### config.mk
export PLATFORM = sky130hd
export DESIGN_NAME = ex_stage_flat
export DESIGN_NICKNAME = d
export VERILOG_FILES = /design/src/rtl/cpu_defs.sv /design/src/rtl/ex_stage_if.sv /design/src/rtl/muldiv_unit.sv /design/src/rtl/ex_stage.sv /design/src/flat_wrapper.sv
export SDC_FILE = /design/constraint.sdc
export NUM_CORES = 1
export LEC_CHECK = 0
export BUFFER_PORTS_ARGS = -buffer_cell sky130_fd_sc_hd__clkbuf_2
export CORE_UTILIZATION = 30
export CTS_BUF_LIST = sky130_fd_sc_hd__clkbuf_8 sky130_fd_sc_hd__clkbuf_16
export CTS_CLUSTER_SIZE = 8
export DETAILED_ROUTE_END_ITERATION = 10
export SYNTH_ARGS = -nofsm -noshare
export SYNTH_HDL_FRONTEND = slang
export SYNTH_SLANG_ARGS = --single-unit
### constraint.sdc
create_clock -name clk -period 8.8 [get_ports clk]
set_input_delay 0.88 -clock clk [delete_from_list [all_inputs] [get_ports clk]]
set_output_delay 0.88 -clock clk [all_outputs]
set_load 0.05 [all_outputs]
### src/rtl/cpu_defs.sv
// Shared definitions for the execute stage: ALU op codes, mult/div encodings,
// HI/LO move selects, the EX/MEM record and the ALU evaluation function.
package cpu_defs;

   typedef enum logic [3:0] {
      ALU_ADD  = 4'd0,
      ALU_SUB  = 4'd1,
      ALU_AND  = 4'd2,
      ALU_OR   = 4'd3,
      ALU_XOR  = 4'd4,
      ALU_NOR  = 4'd5,
      ALU_SLL  = 4'd6,
      ALU_SRL  = 4'd7,
      ALU_SRA  = 4'd8,
      ALU_SLT  = 4'd9,
      ALU_SLTU = 4'd10
   } alu_op_e;

   // Bit 2 marks a mult/div, bit 1 selects divide, bit 0 selects unsigned.
   typedef enum logic [2:0] {
      MD_NONE  = 3'b000,
      MD_MULT  = 3'b100,
      MD_MULTU = 3'b101,
      MD_DIV   = 3'b110,
      MD_DIVU  = 3'b111
   } md_op_e;

   typedef enum logic [1:0] {
      MF_ALU = 2'b00,
      MF_HI  = 2'b01,
      MF_LO  = 2'b10
   } mf_sel_e;

   typedef enum logic {
      MD_IDLE = 1'b0,
      MD_BUSY = 1'b1
   } md_state_e;

   typedef struct packed {
      logic [31:0] alu_s;
      logic [31:0] wdata;
      logic [4:0]  write_reg;
      logic        mem_read;
      logic        mem_write;
      logic        reg_write;
      logic [1:0]  mem_to_reg;
      logic [31:0] pc_plus4;
      logic        lu_op;
      logic [31:0] lu_data;
   } ex_mem_t;

   // A bubble carries no side effects and all-zero data.
   localparam ex_mem_t EX_MEM_BUBBLE = '0;

   // 32-bit ALU with wrap-around arithmetic; shifts move b by a[4:0].
   function automatic logic [31:0] alu_eval(input logic [3:0]  fun,
                                            input logic [31:0] a,
                                            input logic [31:0] b);
      logic [31:0] y;
      y = '0;
      case (fun)
         ALU_ADD:  y = a + b;
         ALU_SUB:  y = a - b;
         ALU_AND:  y = a & b;
         ALU_OR:   y = a | b;
         ALU_XOR:  y = a ^ b;
         ALU_NOR:  y = ~(a | b);
         ALU_SLL:  y = b << a[4:0];
         ALU_SRL:  y = b >> a[4:0];
         ALU_SRA:  y = 32'($signed(b) >>> a[4:0]);
         ALU_SLT:  y = {31'd0, $signed(a) < $signed(b)};
         ALU_SLTU: y = {31'd0, a < b};
         default:  y = '0;
      endcase
      return y;
   endfunction

endpackage

### src/rtl/ex_stage_if.sv
// ID/EX inputs and EX/MEM outputs of the execute stage, bundled as one bus.
// The master side is the pipeline control feeding the stage; the slave side
// is the execute stage itself.
interface ex_stage_if;

   logic        flush;
   logic        in_valid;
   logic [3:0]  alu_fun;
   logic [31:0] op_a;
   logic [31:0] op_b;
   logic [31:0] store_data;
   logic [4:0]  write_reg;
   logic        mem_read;
   logic        mem_write;
   logic        reg_write;
   logic        lu_op;
   logic [1:0]  mem_to_reg;
   logic [31:0] pc_plus4;
   logic [31:0] lu_data;
   logic [2:0]  md_op;
   logic [1:0]  mf_sel;

   logic        stall;
   logic [31:0] ex_mem_alu_s;
   logic [31:0] ex_mem_wdata;
   logic [31:0] ex_mem_pc_plus4;
   logic [31:0] ex_mem_lu_data;
   logic [4:0]  ex_mem_write_reg;
   logic        ex_mem_mem_read;
   logic        ex_mem_mem_write;
   logic        ex_mem_reg_write;
   logic        ex_mem_lu_op;
   logic [1:0]  ex_mem_mem_to_reg;
   logic [31:0] hi;
   logic [31:0] lo;

   modport master (
      output flush, in_valid, alu_fun, op_a, op_b, store_data, write_reg,
             mem_read, mem_write, reg_write, lu_op, mem_to_reg, pc_plus4,
             lu_data, md_op, mf_sel,
      input  stall, ex_mem_alu_s, ex_mem_wdata, ex_mem_pc_plus4, ex_mem_lu_data,
             ex_mem_write_reg, ex_mem_mem_read, ex_mem_mem_write,
             ex_mem_reg_write, ex_mem_lu_op, ex_mem_mem_to_reg, hi, lo
   );

   modport slave (
      input  flush, in_valid, alu_fun, op_a, op_b, store_data, write_reg,
             mem_read, mem_write, reg_write, lu_op, mem_to_reg, pc_plus4,
             lu_data, md_op, mf_sel,
      output stall, ex_mem_alu_s, ex_mem_wdata, ex_mem_pc_plus4, ex_mem_lu_data,
             ex_mem_write_reg, ex_mem_mem_read, ex_mem_mem_write,
             ex_mem_reg_write, ex_mem_lu_op, ex_mem_mem_to_reg, hi, lo
   );

endinterface

### src/rtl/muldiv_unit.sv
// Iterative radix-2 multiply/divide with HI/LO registers.
// Signed ops run on magnitudes and fix the signs when the result is written.
// The start edge already performs the first step, so an op occupies BUSY for
// MULDIV_CYCLES-1 cycles and HI/LO are valid MULDIV_CYCLES cycles after the
// start cycle; count holds the number of steps completed.
module muldiv_unit
   import cpu_defs::*;
#(
   parameter int unsigned MULDIV_CYCLES = 32
) (
   input  logic        clk,
   input  logic        reset_b,
   input  logic        start,
   input  logic [2:0]  op,
   input  logic [31:0] a,
   input  logic [31:0] b,
   output logic        busy,
   output logic [31:0] hi,
   output logic [31:0] lo
);

   localparam logic [4:0] LAST_STEP = 5'(MULDIV_CYCLES - 1);

   md_state_e   state_q, state_d;
   logic [4:0]  count_q, count_d;
   logic [31:0] acc_q;       // partial product high half / partial remainder
   logic [31:0] opr_q;       // multiplier shifting out / dividend -> quotient
   logic [31:0] dvs_q;       // multiplicand / divisor magnitude
   logic        is_div_q;
   logic        neg_res_q;   // negate product or quotient
   logic        neg_rem_q;   // negate remainder (dividend was negative)
   logic        div_zero_q;
   logic [31:0] hi_q, lo_q;

   logic        signed_op, is_div_in, take_start, finish;
   logic [31:0] mag_a, mag_b;
   logic [31:0] st_acc, st_opr, st_dvs;
   logic        st_div;
   logic [32:0] mul_sum, div_shift, div_diff;
   logic [31:0] nxt_acc, nxt_opr;
   logic [63:0] prod_fix;
   logic [31:0] quo_fix, rem_fix;

   assign busy       = (state_q == MD_BUSY);
   assign signed_op  = ~op[0];
   assign is_div_in  = op[1];
   assign take_start = start & op[2] & ~busy;
   assign mag_a      = (signed_op & a[31]) ? (~a + 32'd1) : a;
   assign mag_b      = (signed_op & b[31]) ? (~b + 32'd1) : b;

   // Step operands: fresh magnitudes on the start edge, registers while BUSY.
   assign st_acc = busy ? acc_q    : 32'd0;
   assign st_opr = busy ? opr_q    : mag_a;
   assign st_dvs = busy ? dvs_q    : mag_b;
   assign st_div = busy ? is_div_q : is_div_in;

   // One radix-2 step: shift-add for multiply, restoring subtract for divide.
   // NOTE: every always_comb output gets a default first so no path leaves it unassigned and infers a latch.
   always_comb begin
      mul_sum   = {1'b0, st_acc} + (st_opr[0] ? {1'b0, st_dvs} : 33'd0);
      div_shift = {st_acc, st_opr[31]};
      div_diff  = div_shift - {1'b0, st_dvs};
      nxt_acc   = mul_sum[32:1];
      nxt_opr   = {mul_sum[0], st_opr[31:1]};
      if (st_div) begin
         if (!div_diff[32]) begin
            nxt_acc = div_diff[31:0];
            nxt_opr = {st_opr[30:0], 1'b1};
         end else begin
            nxt_acc = div_shift[31:0];
            nxt_opr = {st_opr[30:0], 1'b0};
         end
      end
   end

   // Sign correction of the final step's result.
   always_comb begin
      prod_fix = {nxt_acc, nxt_opr};
      if (neg_res_q) prod_fix = ~prod_fix + 64'd1;
      quo_fix = neg_res_q ? (~nxt_opr + 32'd1) : nxt_opr;
      if (div_zero_q) quo_fix = '1;
      rem_fix = neg_rem_q ? (~nxt_acc + 32'd1) : nxt_acc;
   end

   // FSM next state and step counter.
   always_comb begin
      state_d = state_q;
      count_d = count_q;
      finish  = 1'b0;
      case (state_q)
         MD_IDLE: begin
            if (take_start) begin
               state_d = MD_BUSY;
               count_d = 5'd1;
            end
         end
         MD_BUSY: begin
            count_d = count_q + 5'd1;
            if (count_q == LAST_STEP) begin
               state_d = MD_IDLE;
               count_d = '0;
               finish  = 1'b1;
            end
         end
         default: begin
            state_d = MD_IDLE;
            count_d = '0;
         end
      endcase
   end

   // FSM state register; reset aborts any op in flight.
   // NOTE: sequential state uses non-blocking assignments so every register samples pre-edge values.
   always_ff @(posedge clk or negedge reset_b) begin
      if (!reset_b) begin
         state_q <= MD_IDLE;
         count_q <= '0;
      end else begin
         state_q <= state_d;
         count_q <= count_d;
      end
   end

   // Operand/accumulator registers and result sign flags.
   always_ff @(posedge clk or negedge reset_b) begin
      if (!reset_b) begin
         acc_q      <= '0;
         opr_q      <= '0;
         dvs_q      <= '0;
         is_div_q   <= 1'b0;
         neg_res_q  <= 1'b0;
         neg_rem_q  <= 1'b0;
         div_zero_q <= 1'b0;
      end else if (take_start) begin
         acc_q      <= nxt_acc;
         opr_q      <= nxt_opr;
         dvs_q      <= mag_b;
         is_div_q   <= is_div_in;
         neg_res_q  <= signed_op & (a[31] ^ b[31]);
         neg_rem_q  <= signed_op & a[31];
         div_zero_q <= is_div_in & (b == 32'd0);
      end else if (busy) begin
         acc_q <= nxt_acc;
         opr_q <= nxt_opr;
      end
   end

   // HI/LO are written on the edge that completes the last step.
   always_ff @(posedge clk or negedge reset_b) begin
      if (!reset_b) begin
         hi_q <= '0;
         lo_q <= '0;
      end else if (finish) begin
         hi_q <= is_div_q ? rem_fix : prod_fix[63:32];
         lo_q <= is_div_q ? quo_fix : prod_fix[31:0];
      end
   end

   assign hi = hi_q;
   assign lo = lo_q;

endmodule

### src/rtl/ex_stage.sv
// Execute stage: ALU, HI/LO move mux, HI/LO hazard stall and the EX/MEM
// pipeline register; multiply/divide is delegated to muldiv_unit.
module ex_stage
   import cpu_defs::*;
#(
   parameter int unsigned MULDIV_CYCLES = 32
) (
   input  logic       clk,
   input  logic       reset_b,
   ex_stage_if.slave  bus
);

   logic        md_busy, md_start, bubble;
   logic [31:0] alu_y, result;
   logic [31:0] md_hi, md_lo;
   ex_mem_t     ex_mem_d, ex_mem_q;

   assign alu_y = alu_eval(bus.alu_fun, bus.op_a, bus.op_b);

   // Only instructions touching HI/LO wait for the unit to drain.
   assign bus.stall = md_busy & bus.in_valid & (bus.md_op[2] | (bus.mf_sel != MF_ALU));
   assign bubble    = bus.stall | bus.flush;
   assign md_start  = bus.in_valid & bus.md_op[2] & ~bus.flush & ~bus.stall;

   muldiv_unit #(
      .MULDIV_CYCLES (MULDIV_CYCLES)
   ) u_muldiv (
      .clk     (clk),
      .reset_b (reset_b),
      .start   (md_start),
      .op      (bus.md_op),
      .a       (bus.op_a),
      .b       (bus.op_b),
      .busy    (md_busy),
      .hi      (md_hi),
      .lo      (md_lo)
   );

   // Result mux: MFHI / MFLO read the architectural registers.
   always_comb begin
      result = alu_y;
      case (bus.mf_sel)
         MF_HI:   result = md_hi;
         MF_LO:   result = md_lo;
         default: result = alu_y;
      endcase
   end

   // Next EX/MEM entry: a bubble on stall or flush, else the current instruction.
   always_comb begin
      ex_mem_d = EX_MEM_BUBBLE;
      if (!bubble) begin
         ex_mem_d.alu_s      = result;
         ex_mem_d.wdata      = bus.store_data;
         ex_mem_d.write_reg  = bus.write_reg;
         ex_mem_d.mem_read   = bus.mem_read;
         ex_mem_d.mem_write  = bus.mem_write;
         ex_mem_d.reg_write  = bus.reg_write;
         ex_mem_d.mem_to_reg = bus.mem_to_reg;
         ex_mem_d.pc_plus4   = bus.pc_plus4;
         ex_mem_d.lu_op      = bus.lu_op;
         ex_mem_d.lu_data    = bus.lu_data;
      end
   end

   // EX/MEM pipeline register.
   always_ff @(posedge clk or negedge reset_b) begin
      if (!reset_b) ex_mem_q <= EX_MEM_BUBBLE;
      else          ex_mem_q <= ex_mem_d;
   end

   assign bus.ex_mem_alu_s      = ex_mem_q.alu_s;
   assign bus.ex_mem_wdata      = ex_mem_q.wdata;
   assign bus.ex_mem_write_reg  = ex_mem_q.write_reg;
   assign bus.ex_mem_mem_read   = ex_mem_q.mem_read;
   assign bus.ex_mem_mem_write  = ex_mem_q.mem_write;
   assign bus.ex_mem_reg_write  = ex_mem_q.reg_write;
   assign bus.ex_mem_mem_to_reg = ex_mem_q.mem_to_reg;
   assign bus.ex_mem_pc_plus4   = ex_mem_q.pc_plus4;
   assign bus.ex_mem_lu_op      = ex_mem_q.lu_op;
   assign bus.ex_mem_lu_data    = ex_mem_q.lu_data;
   assign bus.hi                = md_hi;
   assign bus.lo                = md_lo;

endmodule

### src/flat_wrapper.sv
// flat-port wrapper written by rule: the top's interface ports become plain ports
module ex_stage_flat import cpu_defs::*;
#(
   parameter int unsigned MULDIV_CYCLES = 32
)
  (clk, reset_b, bus_flush, bus_in_valid, bus_alu_fun, bus_op_a, bus_op_b, bus_store_data, bus_write_reg, bus_mem_read, bus_mem_write, bus_reg_write, bus_lu_op, bus_mem_to_reg, bus_pc_plus4, bus_lu_data, bus_md_op, bus_mf_sel, bus_stall, bus_ex_mem_alu_s, bus_ex_mem_wdata, bus_ex_mem_pc_plus4, bus_ex_mem_lu_data, bus_ex_mem_write_reg, bus_ex_mem_mem_read, bus_ex_mem_mem_write, bus_ex_mem_reg_write, bus_ex_mem_lu_op, bus_ex_mem_mem_to_reg, bus_hi, bus_lo);
  ex_stage_if bus_i ();
  input  logic clk;
  input  logic reset_b;
  input wire logic [$bits(bus_i.flush)-1:0] bus_flush;
  input wire logic [$bits(bus_i.in_valid)-1:0] bus_in_valid;
  input wire logic [$bits(bus_i.alu_fun)-1:0] bus_alu_fun;
  input wire logic [$bits(bus_i.op_a)-1:0] bus_op_a;
  input wire logic [$bits(bus_i.op_b)-1:0] bus_op_b;
  input wire logic [$bits(bus_i.store_data)-1:0] bus_store_data;
  input wire logic [$bits(bus_i.write_reg)-1:0] bus_write_reg;
  input wire logic [$bits(bus_i.mem_read)-1:0] bus_mem_read;
  input wire logic [$bits(bus_i.mem_write)-1:0] bus_mem_write;
  input wire logic [$bits(bus_i.reg_write)-1:0] bus_reg_write;
  input wire logic [$bits(bus_i.lu_op)-1:0] bus_lu_op;
  input wire logic [$bits(bus_i.mem_to_reg)-1:0] bus_mem_to_reg;
  input wire logic [$bits(bus_i.pc_plus4)-1:0] bus_pc_plus4;
  input wire logic [$bits(bus_i.lu_data)-1:0] bus_lu_data;
  input wire logic [$bits(bus_i.md_op)-1:0] bus_md_op;
  input wire logic [$bits(bus_i.mf_sel)-1:0] bus_mf_sel;
  output wire logic [$bits(bus_i.stall)-1:0] bus_stall;
  output wire logic [$bits(bus_i.ex_mem_alu_s)-1:0] bus_ex_mem_alu_s;
  output wire logic [$bits(bus_i.ex_mem_wdata)-1:0] bus_ex_mem_wdata;
  output wire logic [$bits(bus_i.ex_mem_pc_plus4)-1:0] bus_ex_mem_pc_plus4;
  output wire logic [$bits(bus_i.ex_mem_lu_data)-1:0] bus_ex_mem_lu_data;
  output wire logic [$bits(bus_i.ex_mem_write_reg)-1:0] bus_ex_mem_write_reg;
  output wire logic [$bits(bus_i.ex_mem_mem_read)-1:0] bus_ex_mem_mem_read;
  output wire logic [$bits(bus_i.ex_mem_mem_write)-1:0] bus_ex_mem_mem_write;
  output wire logic [$bits(bus_i.ex_mem_reg_write)-1:0] bus_ex_mem_reg_write;
  output wire logic [$bits(bus_i.ex_mem_lu_op)-1:0] bus_ex_mem_lu_op;
  output wire logic [$bits(bus_i.ex_mem_mem_to_reg)-1:0] bus_ex_mem_mem_to_reg;
  output wire logic [$bits(bus_i.hi)-1:0] bus_hi;
  output wire logic [$bits(bus_i.lo)-1:0] bus_lo;
  assign bus_i.flush = bus_flush;
  assign bus_i.in_valid = bus_in_valid;
  assign bus_i.alu_fun = bus_alu_fun;
  assign bus_i.op_a = bus_op_a;
  assign bus_i.op_b = bus_op_b;
  assign bus_i.store_data = bus_store_data;
  assign bus_i.write_reg = bus_write_reg;
  assign bus_i.mem_read = bus_mem_read;
  assign bus_i.mem_write = bus_mem_write;
  assign bus_i.reg_write = bus_reg_write;
  assign bus_i.lu_op = bus_lu_op;
  assign bus_i.mem_to_reg = bus_mem_to_reg;
  assign bus_i.pc_plus4 = bus_pc_plus4;
  assign bus_i.lu_data = bus_lu_data;
  assign bus_i.md_op = bus_md_op;
  assign bus_i.mf_sel = bus_mf_sel;
  assign bus_stall = bus_i.stall;
  assign bus_ex_mem_alu_s = bus_i.ex_mem_alu_s;
  assign bus_ex_mem_wdata = bus_i.ex_mem_wdata;
  assign bus_ex_mem_pc_plus4 = bus_i.ex_mem_pc_plus4;
  assign bus_ex_mem_lu_data = bus_i.ex_mem_lu_data;
  assign bus_ex_mem_write_reg = bus_i.ex_mem_write_reg;
  assign bus_ex_mem_mem_read = bus_i.ex_mem_mem_read;
  assign bus_ex_mem_mem_write = bus_i.ex_mem_mem_write;
  assign bus_ex_mem_reg_write = bus_i.ex_mem_reg_write;
  assign bus_ex_mem_lu_op = bus_i.ex_mem_lu_op;
  assign bus_ex_mem_mem_to_reg = bus_i.ex_mem_mem_to_reg;
  assign bus_hi = bus_i.hi;
  assign bus_lo = bus_i.lo;
  ex_stage #(.MULDIV_CYCLES(MULDIV_CYCLES)) u_core (.clk(clk), .reset_b(reset_b), .bus(bus_i));
endmodule
---- After elaboration in Yosys (flattened, before gate mapping) ----
Cells that the tools add are included.
word-level totals
  register bits after elaboration ......... 309
  input port bits ......................... 184
  output and inout port bits .............. 204
  logic and storage cells ................. 113
cells by class
  add/sub/neg operators ................... 10
  order comparisons ....................... 2
  equality and inequality tests ........... 14
  shift operators ......................... 3
  multiplexer cells ....................... 32
  bitwise operators ....................... 27
  reduce and logical (&&, ||, !) cells .... 4
operators by type and width
  kind                                           count
  two-way mux 32 bit                             18
  case mux 32 bit (11 select lines)              1
  inverter 32 bit                                5
  two-way mux 139 bit                            1
  adder 32 x 1 -> 32 bit, second input constant  4
  adder 64 x 1 -> 64 bit, second input constant  1
  < comparator 32 bit                            2
  two-way mux 64 bit                             1
  inverter 64 bit                                1
  case mux 32 bit (2 select lines)               1
  adder 32 x 32 -> 33 bit                        1
  subtractor 33 x 32 -> 33 bit                   1
  adder 32 bit                                   1
  bitwise AND 32 bit                             1
  logical NOT 32 bit                             1
  OR 32 bit                                      1
  << shifter 32 x 5 -> 32 bit                    1
  right shift 32 x 5 -> 32 bit                   1
  >>> shifter 32 x 5 -> 32 bit                   1
  subtractor 32 bit                              1
  bitwise XOR 32 bit                             1
  == test 4 x 3 -> 1 bit, second input constant  4
  == test 4 bit, second input constant           3
  bitwise AND 1 bit                              11
  other kinds (16)                               28

---- Logic depth before layout (Yosys ltp) ----
Gate-level depths: netlist (run 1).
  depth after elaboration ................. 12
  mapped depth ............................ 33
  mapped depth without buffers ............ 32

---- Modules after synthesis ----
A second synthesis (run 1) with hierarchy kept.
unflattened totals
  cell total of the unflattened synthesis .. 3831
  area total of the unflattened synthesis .. 29679.7 µm²
by module, submodules not included
  module       instances  cells an instance  area an instance (µm²)  sequential area each (µm²)
  muldiv_unit  1          2103               15916.5                 4254.1
  ex_stage     1          1728               13763.2                 3478.3

---- Worst setup path before layout (run 1) ----
Ideal clock, no wire load.
  path kind ............................... flip-flop to flip-flop
  start ................................... register u_core.u_muldiv.state_q (netlist: u_core.u_muldiv.busy)
  end ..................................... register u_core.u_muldiv.hi_q[28] (netlist: u_core.u_muldiv.hi[28])
  library setup time ...................... 126 ps
  arrival ................................. 7415 ps
  required time ........................... 8674 ps
  path slack .............................. 1259 ps
  stages on the path, launching flop included .. 30
  path buffers ............................ 8
  period minus slack after synthesis ...... 7541 ps
  cell sequence ........................... dfrtp_1 buf_2 inv_1 clkbuf_1 clkbuf_1 clkbuf_1 buf_1 buf_1 mux2i_1 ha_1 buf_2 and4_4 and2_1 buf_6 a221oi_2 nand3_1 o311a_2 nand2_4 nor2_1 a21oi_1 ha_1 nand3_1 or4b_4 nor4_4 nand4b_4 o31ai_4 nor4b_2 or4b_1 a221oi_2 a21oi_1
on the way
  cells in the longest elaborated chain, start to end .. 8
  elaborated cells between the ends (all ways) .. 19
  classes of those cells .................. 4 x add/sub; 13 x mux; 2 x bitwise
RTL lines
  what                                                                       line                                                     text
  from (decl)                                                                muldiv_unit.sv:24                                        md_state_e state_q, state_d;
  from (signal assigned)                                                     muldiv_unit.sv:119                                       state_q <= state_d;
  two-way mux 32 bit, on equally long branches                               muldiv_unit.sv:53, muldiv_unit.sv:52, muldiv_unit.sv:54
  subtractor 33 x 32 -> 33 bit / two-way mux 32 bit (equally long branches)  muldiv_unit.sv:62, muldiv_unit.sv:60
  two-way mux 1 bit, or another cell as far along                            muldiv_unit.sv:66                                        if (!div_diff[32]) begin
  two-way mux 32 bit                                                         muldiv_unit.sv:65                                        if (st_div) begin
  inverter 64 bit / inverter 32 bit (equally long branches)                  muldiv_unit.sv:79, muldiv_unit.sv:82
  adder 64 x 1 -> 64 bit / adder 32 x 1 -> 32 bit (equally long branches)    muldiv_unit.sv:79, muldiv_unit.sv:82
  two-way mux 64 bit / two-way mux 32 bit (equally long branches)            muldiv_unit.sv:79, muldiv_unit.sv:82
  two-way mux 32 bit                                                         muldiv_unit.sv:154                                       hi_q <= is_div_q ? rem_fix : prod_fix[63:32];
  to (signal assigned)                                                       muldiv_unit.sv:154
  to (decl)                                                                  muldiv_unit.sv:33                                        logic [31:0] hi_q, lo_q;
Parallel ways exist; a longest one is shown, timed or not.
A chain may end at the register's enable or synchronous reset.

---- Final worst setup path (run 1) ----
  start ................................... input port bus_op_b[4]
  end ..................................... register u_core.u_muldiv.hi_q[28] (netlist: u_core.u_muldiv.hi[28])
on the way
  cells in the longest elaborated chain, start to end .. 11
  elaborated cells between the ends (all ways) .. 18
  classes of those cells .................. 5 x add/sub; 10 x mux; 3 x bitwise
RTL lines
  what                                                                       line                                  text
  from (decl)                                                                flat_wrapper.sv:14                    input wire logic [$bits(bus_i.op_b)-1:0] bus_op_b;
  inverter 32 bit                                                            muldiv_unit.sv:49                     assign mag_b = (signed_op & b[31]) ? (~b + 32'd1) : b;
  adder 32 x 1 -> 32 bit                                                     muldiv_unit.sv:49
  two-way mux 32 bit *                                                       muldiv_unit.sv:49
  two-way mux 32 bit *                                                       muldiv_unit.sv:54                     assign st_dvs = busy ? dvs_q : mag_b;
  subtractor 33 x 32 -> 33 bit / two-way mux 32 bit (equally long branches)  muldiv_unit.sv:62, muldiv_unit.sv:60
  two-way mux 1 bit, or another cell as far along                            muldiv_unit.sv:66
  two-way mux 32 bit                                                         muldiv_unit.sv:65
  inverter 64 bit / inverter 32 bit (equally long branches)                  muldiv_unit.sv:79, muldiv_unit.sv:82
  adder 64 x 1 -> 64 bit / adder 32 x 1 -> 32 bit (equally long branches)    muldiv_unit.sv:79, muldiv_unit.sv:82
  two-way mux 64 bit / two-way mux 32 bit (equally long branches)            muldiv_unit.sv:79, muldiv_unit.sv:82
  two-way mux 32 bit *                                                       muldiv_unit.sv:154
Every way passes the cells marked *; elsewhere a longest branch is shown, timed or not.

==> results of run 1 <==
area by class of cell:
cell class,count,area (um^2)
Fill cell,10303,62800
Tap cell,1276,1600
Sequential cell,309,7740
Clock inverter,7,96.3
Antenna cell,6,15.0
Clock buffer,48,1170
Inverter,130,488
Timing Repair Buffer,522,2980
Multi-Input combinational cell,3115,20500
worst max path at each step:
stage,endpoint,slack [ps],depth (start not counted)
after floorplan,u_core.u_muldiv.hi[28],1260,29
after global placement,u_core.u_muldiv.hi[28],350,31
after detailed placement,u_core.u_muldiv.hi[28],210,31
after CTS,u_core.u_muldiv.hi[28],820,31
after global routing,u_core.u_muldiv.hi[28],230,31
final,u_core.u_muldiv.hi[28],590,31
per-layer routing:
layer  share of wire, %  track usage, %  vias to the layer above
met5             0.0072               0                        -
met4                6.8            16.6                        2
met3                 10            7.36                      414
met2                 43            44.1                     1790
met1                 40            38.5                    15855
li1                   -               -                    14521
where the power goes:
| part | switching [mW] | total, mW | internal, mW |
|---|---|---|---|
| sequential | 0.439 | 2.31 | 1.87 |
| clock | 0.680 | 1.62 | 0.938 |
| combinational | 7.21 | 10.5 | 3.33 |
| total | 8.33 | 14.5 | 6.14 |
cell usage in the layout (no fill, tap or decap), types with 43 or more instances in the layout:
master,instances
nand2_1,440
nor2_1,413
clkbuf_2,385
dfrtp_1,308
a21oi_1,299
o21ai_0,256
ha_1,168
and2_1,157
buf_4,135
inv_1,127
mux2i_1,116
xnor2_1,115
nor3_1,105
nand3_1,78
o211ai_1,52
a221oi_1,49
a22oi_1,49
nand2b_1,45
a31oi_1,45
clkbuf_16,45
a21o_1,43
per-stage QoR:
stage	cells	hold slack, ps	total power, mW
global placement	5352	445	12.6
CTS	5407	286	14.2
detailed placement	5352	452	12.6
finish	5413	269	14.5
floorplan	3819	431	8.96
global route	5407	315	15.2
cells by family after synthesis:
family	synth area share [%]
muxes	6.24
xor gates and xnor gates	4.55
and+or+nand+nor	23.7
buffers and inverters	5.22
AOI/OAI and AO/OA	26.8
DFF	26.1
adders and majority gates	7.41
==> flow_metrics.tcl, run 1 <==
set metrics [dict create \
    crit_required_ps 9300 \
    grtUsageTotal_pct 29.4 \
    synth.cell_area_mm2 0.0296 \
    nets 4480 \
    min_path_type "in2async" \
    async_flop_share_pct 100 \
    start_util_pct 30.5 \
    yosys.cell_count.top_type "nand2_1" \
    fin_area_mm2 0.0345 \
    cpLargestDelayFamily "simple AND/OR/NAND/NOR gates" \
    final_util_pct 35.5 \
    start_kind "input pin" \
    seq_area_frac_synth_pct 26.1 \
    antenna_found_initial 4 \
    final.setup.tns_ps 0 \
    slew_headroom_pct 28.2 \
    drc_errors 0 \
    coreArea_mm2 0.0973 \
    grt_pass1_vias 30183 \
    port_buffers 387 \
    drtAntennaViolNets 0 \
    r2r-end "u_core.u_muldiv.hi[28]" \
    overflow 0 \
    max-vdd-ir-drop_uv 346 \
    cts_tree "done" \
    synthTopCellsByArea "dfrtp_1 (26%), ha_1 (7.1%), nand2_1 (5.6%)" \
    drv_slew 0 \
    hpwl_um 120000 \
    netlist-cell-type-count 119 \
    area_delta_synth_final_pct 16.5 \
    drt_first_pass_iters 6 \
    synth_area_leader_cell "dfrtp_1" \
    hold_viol 0 \
    hold_buffers 0 \
    crit_path_top_delay_cell "or4b_4" \
    drv_cap 0 \
    ys_seq_elements 309 \
    cts_buffer_depth 3 \
    reg2reg_slack_ps 1490 \
    path_class "in2reg" \
    yosys.area.top_type_share_pct 26.1 \
    drive_above_1_share_pct 17.1 \
    power_density_mw_per_mm2 419 \
    die_y_um 316 \
    drtIter0Drc 4134 \
    clk_pin_slew_ps 70 \
    slowest_delay_ps 560 \
    cts_sinks 309 \
    dieArea_mm2 0.100 \
    cp.buffers_inverters 2 \
    dpl_worst_slack_ps 208 \
    synth_area_per_cell_um2 7.76 \
    htreeDepth 2 \
    setup_ws_ps 589 \
    synth_edf_count 0 \
    post_cts_buffers 0 \
    setup_viol 0 \
    grt_max_degree 165 \
    crit_path_max_fanout 7 \
    netlist_top_cells_count "nand2_1 (443), nor2_1 (416), dfrtp_1 (309)" \
    cp.arrival_ps 8710 \
    syn_inst 3819 \
    ys_warn_count 0 \
    clk_latency_ps 620 \
    rsz0062_at_grt "false" \
    min_period_ps 8210 \
    synth_top_flop_cell "dfrtp_1" \
    ios 388 \
    rows 114 \
    fin_crit_sh_pct 93.3 \
    route.vias.total 32582 \
    vias_per_cell 6.02 \
    cts.repair.resized 0 \
    gp_congestion 1.06 \
    numCtsBuffers 45 \
    wire_per_inst_um 28.3 \
    p_leak_nw 15.3 \
    r2r_cells 21 \
    placed_area_mm2 0.0332 \
    cp-end-kind "flop" \
    root_buffer "clkbuf_16" \
    tightest_slew_ps 1080 \
    fin_worst_skew_ps 60.3 \
    status "finished, final reports clean" \
    die_w_um 316 \
    rr_startpoint "u_core.u_muldiv.busy" \
    drt-total-wl_um 153000 \
    fmax_mhz 122 \
    grt_pass1_wl_um 216000 \
    syn-num-nets 4176 \
    crit_start "bus_op_b[4]" \
]
Power figures use the tool's default switching activity.
==> run 2: changes to the inputs <==
Settings changed: CELL_PAD_IN_SITES_DETAIL_PLACEMENT set to 1, CELL_PAD_IN_SITES_GLOBAL_PLACEMENT set to 2, PLACE_DENSITY_LB_ADDON set to 0.1.
==> run 2 against run 1 <==
  * Final cell count is 0.24% lower
  * Register-to-register slack worse by 40 ps
  * Non-clock buffer count is 13 lower
  * Hold slack worse by 1.1 ps
  * Sequential share of layout area hardly changed
  * Clock power is 5% higher
  * Critical endpoint unchanged
==> flow_metrics.tcl, run 2 (same netlist as run 1, synthesis figures left out) <==
set metrics [dict create \
    status "finished, final reports clean" \
    antenna_found_initial 5 \
    overflow 0 \
    dp_cells 5339 \
    drv_slew 0 \
    rows 114 \
    tightest_slew_ps 1380 \
    fin_worst_skew_ps 43.9 \
    vias_per_cell 5.91 \
    rsz0062_at_grt "false" \
    crit_path_max_fanout 14 \
    fin_crit_sh_pct 93.2 \
    hpwl_um 128000 \
    post_cts_buffers 0 \
    most-common-layout-cells "nand2_1 (441), nor2_1 (413), clkbuf_2 (385)" \
    crit_path_top_delay_cell "or4b_4" \
    drc_errors 0 \
    cts_buffer_depth 3 \
    cp.arrival_ps 8720 \
    setup_viol 0 \
    cts_tree "done" \
    grt_pass1_vias 31392 \
    power_density_mw_per_mm2 426 \
    cts.repair.resized 0 \
    min_path_type "in2async" \
    clk_latency_ps 640 \
    htreeDepth 2 \
    slew_headroom_pct 5.70 \
    drv_cap 0 \
    coreArea_mm2 0.0973 \
    wire_per_inst_um 30.0 \
    slowest_delay_ps 540 \
    gp_congestion 0.952 \
    drt_first_pass_iters 5 \
    grt_pass1_wl_um 230000 \
    nets 4468 \
    fmax_mhz 122 \
    final.setup.tns_ps 0 \
    start_util_pct 30.5 \
    port_buffers 387 \
    crit_required_ps 9320 \
    drt-total-wl_um 162000 \
    grtUsageTotal_pct 31.4 \
    rr_startpoint "u_core.u_muldiv.busy" \
    drtIter0Drc 2654 \
    die_y_um 316 \
    drtAntennaViolNets 0 \
    route.vias.total 31899 \
    p_leak_nw 15.2 \
    final_common_cell "nand2_1" \
    crit_start "bus_op_b[1]" \
    drive_above_1_share_pct 16.7 \
    cp-end-kind "flop" \
    path_class "in2reg" \
    hold_buffers 0 \
    numCtsBuffers 46 \
    clk_pin_slew_ps 50 \
    final_util_pct 35.4 \
    max-vdd-ir-drop_uv 231 \
    ios 388 \
    start_kind "input pin" \
    root_buffer "clkbuf_16" \
    dieArea_mm2 0.100 \
    setup_ws_ps 595 \
    cts_sinks 309 \
    fin_cells 5400 \
    area_delta_synth_final_pct 16.3 \
    num-fill-cells 11875 \
    min_period_ps 8210 \
    hold_viol 0 \
    grt_max_degree 133 \
    die_w_um 316 \
    dpl_worst_slack_ps 74.5 \
]
run 2: path summary, 6_finish.rpt:
path	to	slack, ps	depth (start not counted)
setup / recovery	u_core.u_muldiv.hi[28]	590	29
hold / removal	u_core.bus.ex_mem_pc_plus4[20]	270	1
max in group asynchronous	u_core.bus.ex_mem_alu_s[7]	6980	2
setup reg to reg	u_core.u_muldiv.hi[28]	1450	18
hold reg to reg	u_core.u_muldiv.acc_q[3]	470	2
min in group clk	u_core.bus.ex_mem_write_reg[0]	450	2
run 2: per-layer routing:
| metal | vias up | global-route usage (%) | share of wire, % |
|---|---|---|---|
| met5 | - | 0 | 0.0043 |
| li1 | 14463 | - | - |
| met2 | 1021 | 49.3 | 45 |
| met4 | 2 | 14.6 | 5.2 |
| met3 | 247 | 3.86 | 5.4 |
| met1 | 16166 | 42.9 | 45 |
run 2: final cells by class:
type | count | area, um^2 | share of cell area, %
Inverter | 130 | 489 | 1.42
Timing Repair Buffer | 509 | 2880 | 8.35
Antenna cell | 3 | 7.51 | 0.0218
Sequential cell | 309 | 7740 | 22.5
Clock buffer | 46 | 1150 | 3.34
Multi-Input combinational cell | 3115 | 20400 | 59.3
Clock inverter | 12 | 158 | 0.457
Tap cell | 1276 | 1600 | 4.63
run 2: worst max-delay path: cells and delay by family:
family                   cells  cell delay [ps]
AO/OA/AOI/OAI                7             2040
XOR/XNOR                     1              140
adder cells (fa/ha/maj)      2              600
buffers and inverters        1              160
multiplexers                 1              290
AND/OR/NAND/NOR             17             4550
run 2: where the power goes:
group          total [mW]  leakage, nW  switching [mW]  internal (mW)
Clock                1.70        0.648           0.739          0.963
Sequential           2.27         3.83           0.400           1.87
Combinational        10.7         10.7            7.45           3.25
run 2: through the flow:
| stage | instance area [um^2] | power, mW | hold WS [ps] |
|---|---|---|---|
| floorplan | 29600 | 8.96 | 431 |
| global placement | 33100 | 12.8 | 448 |
| detailed placement | 33100 | 12.8 | 452 |
| CTS | 34500 | 14.6 | 334 |
| global route | 34500 | 15.5 | 345 |
| finish | 34500 | 14.7 | 268 |
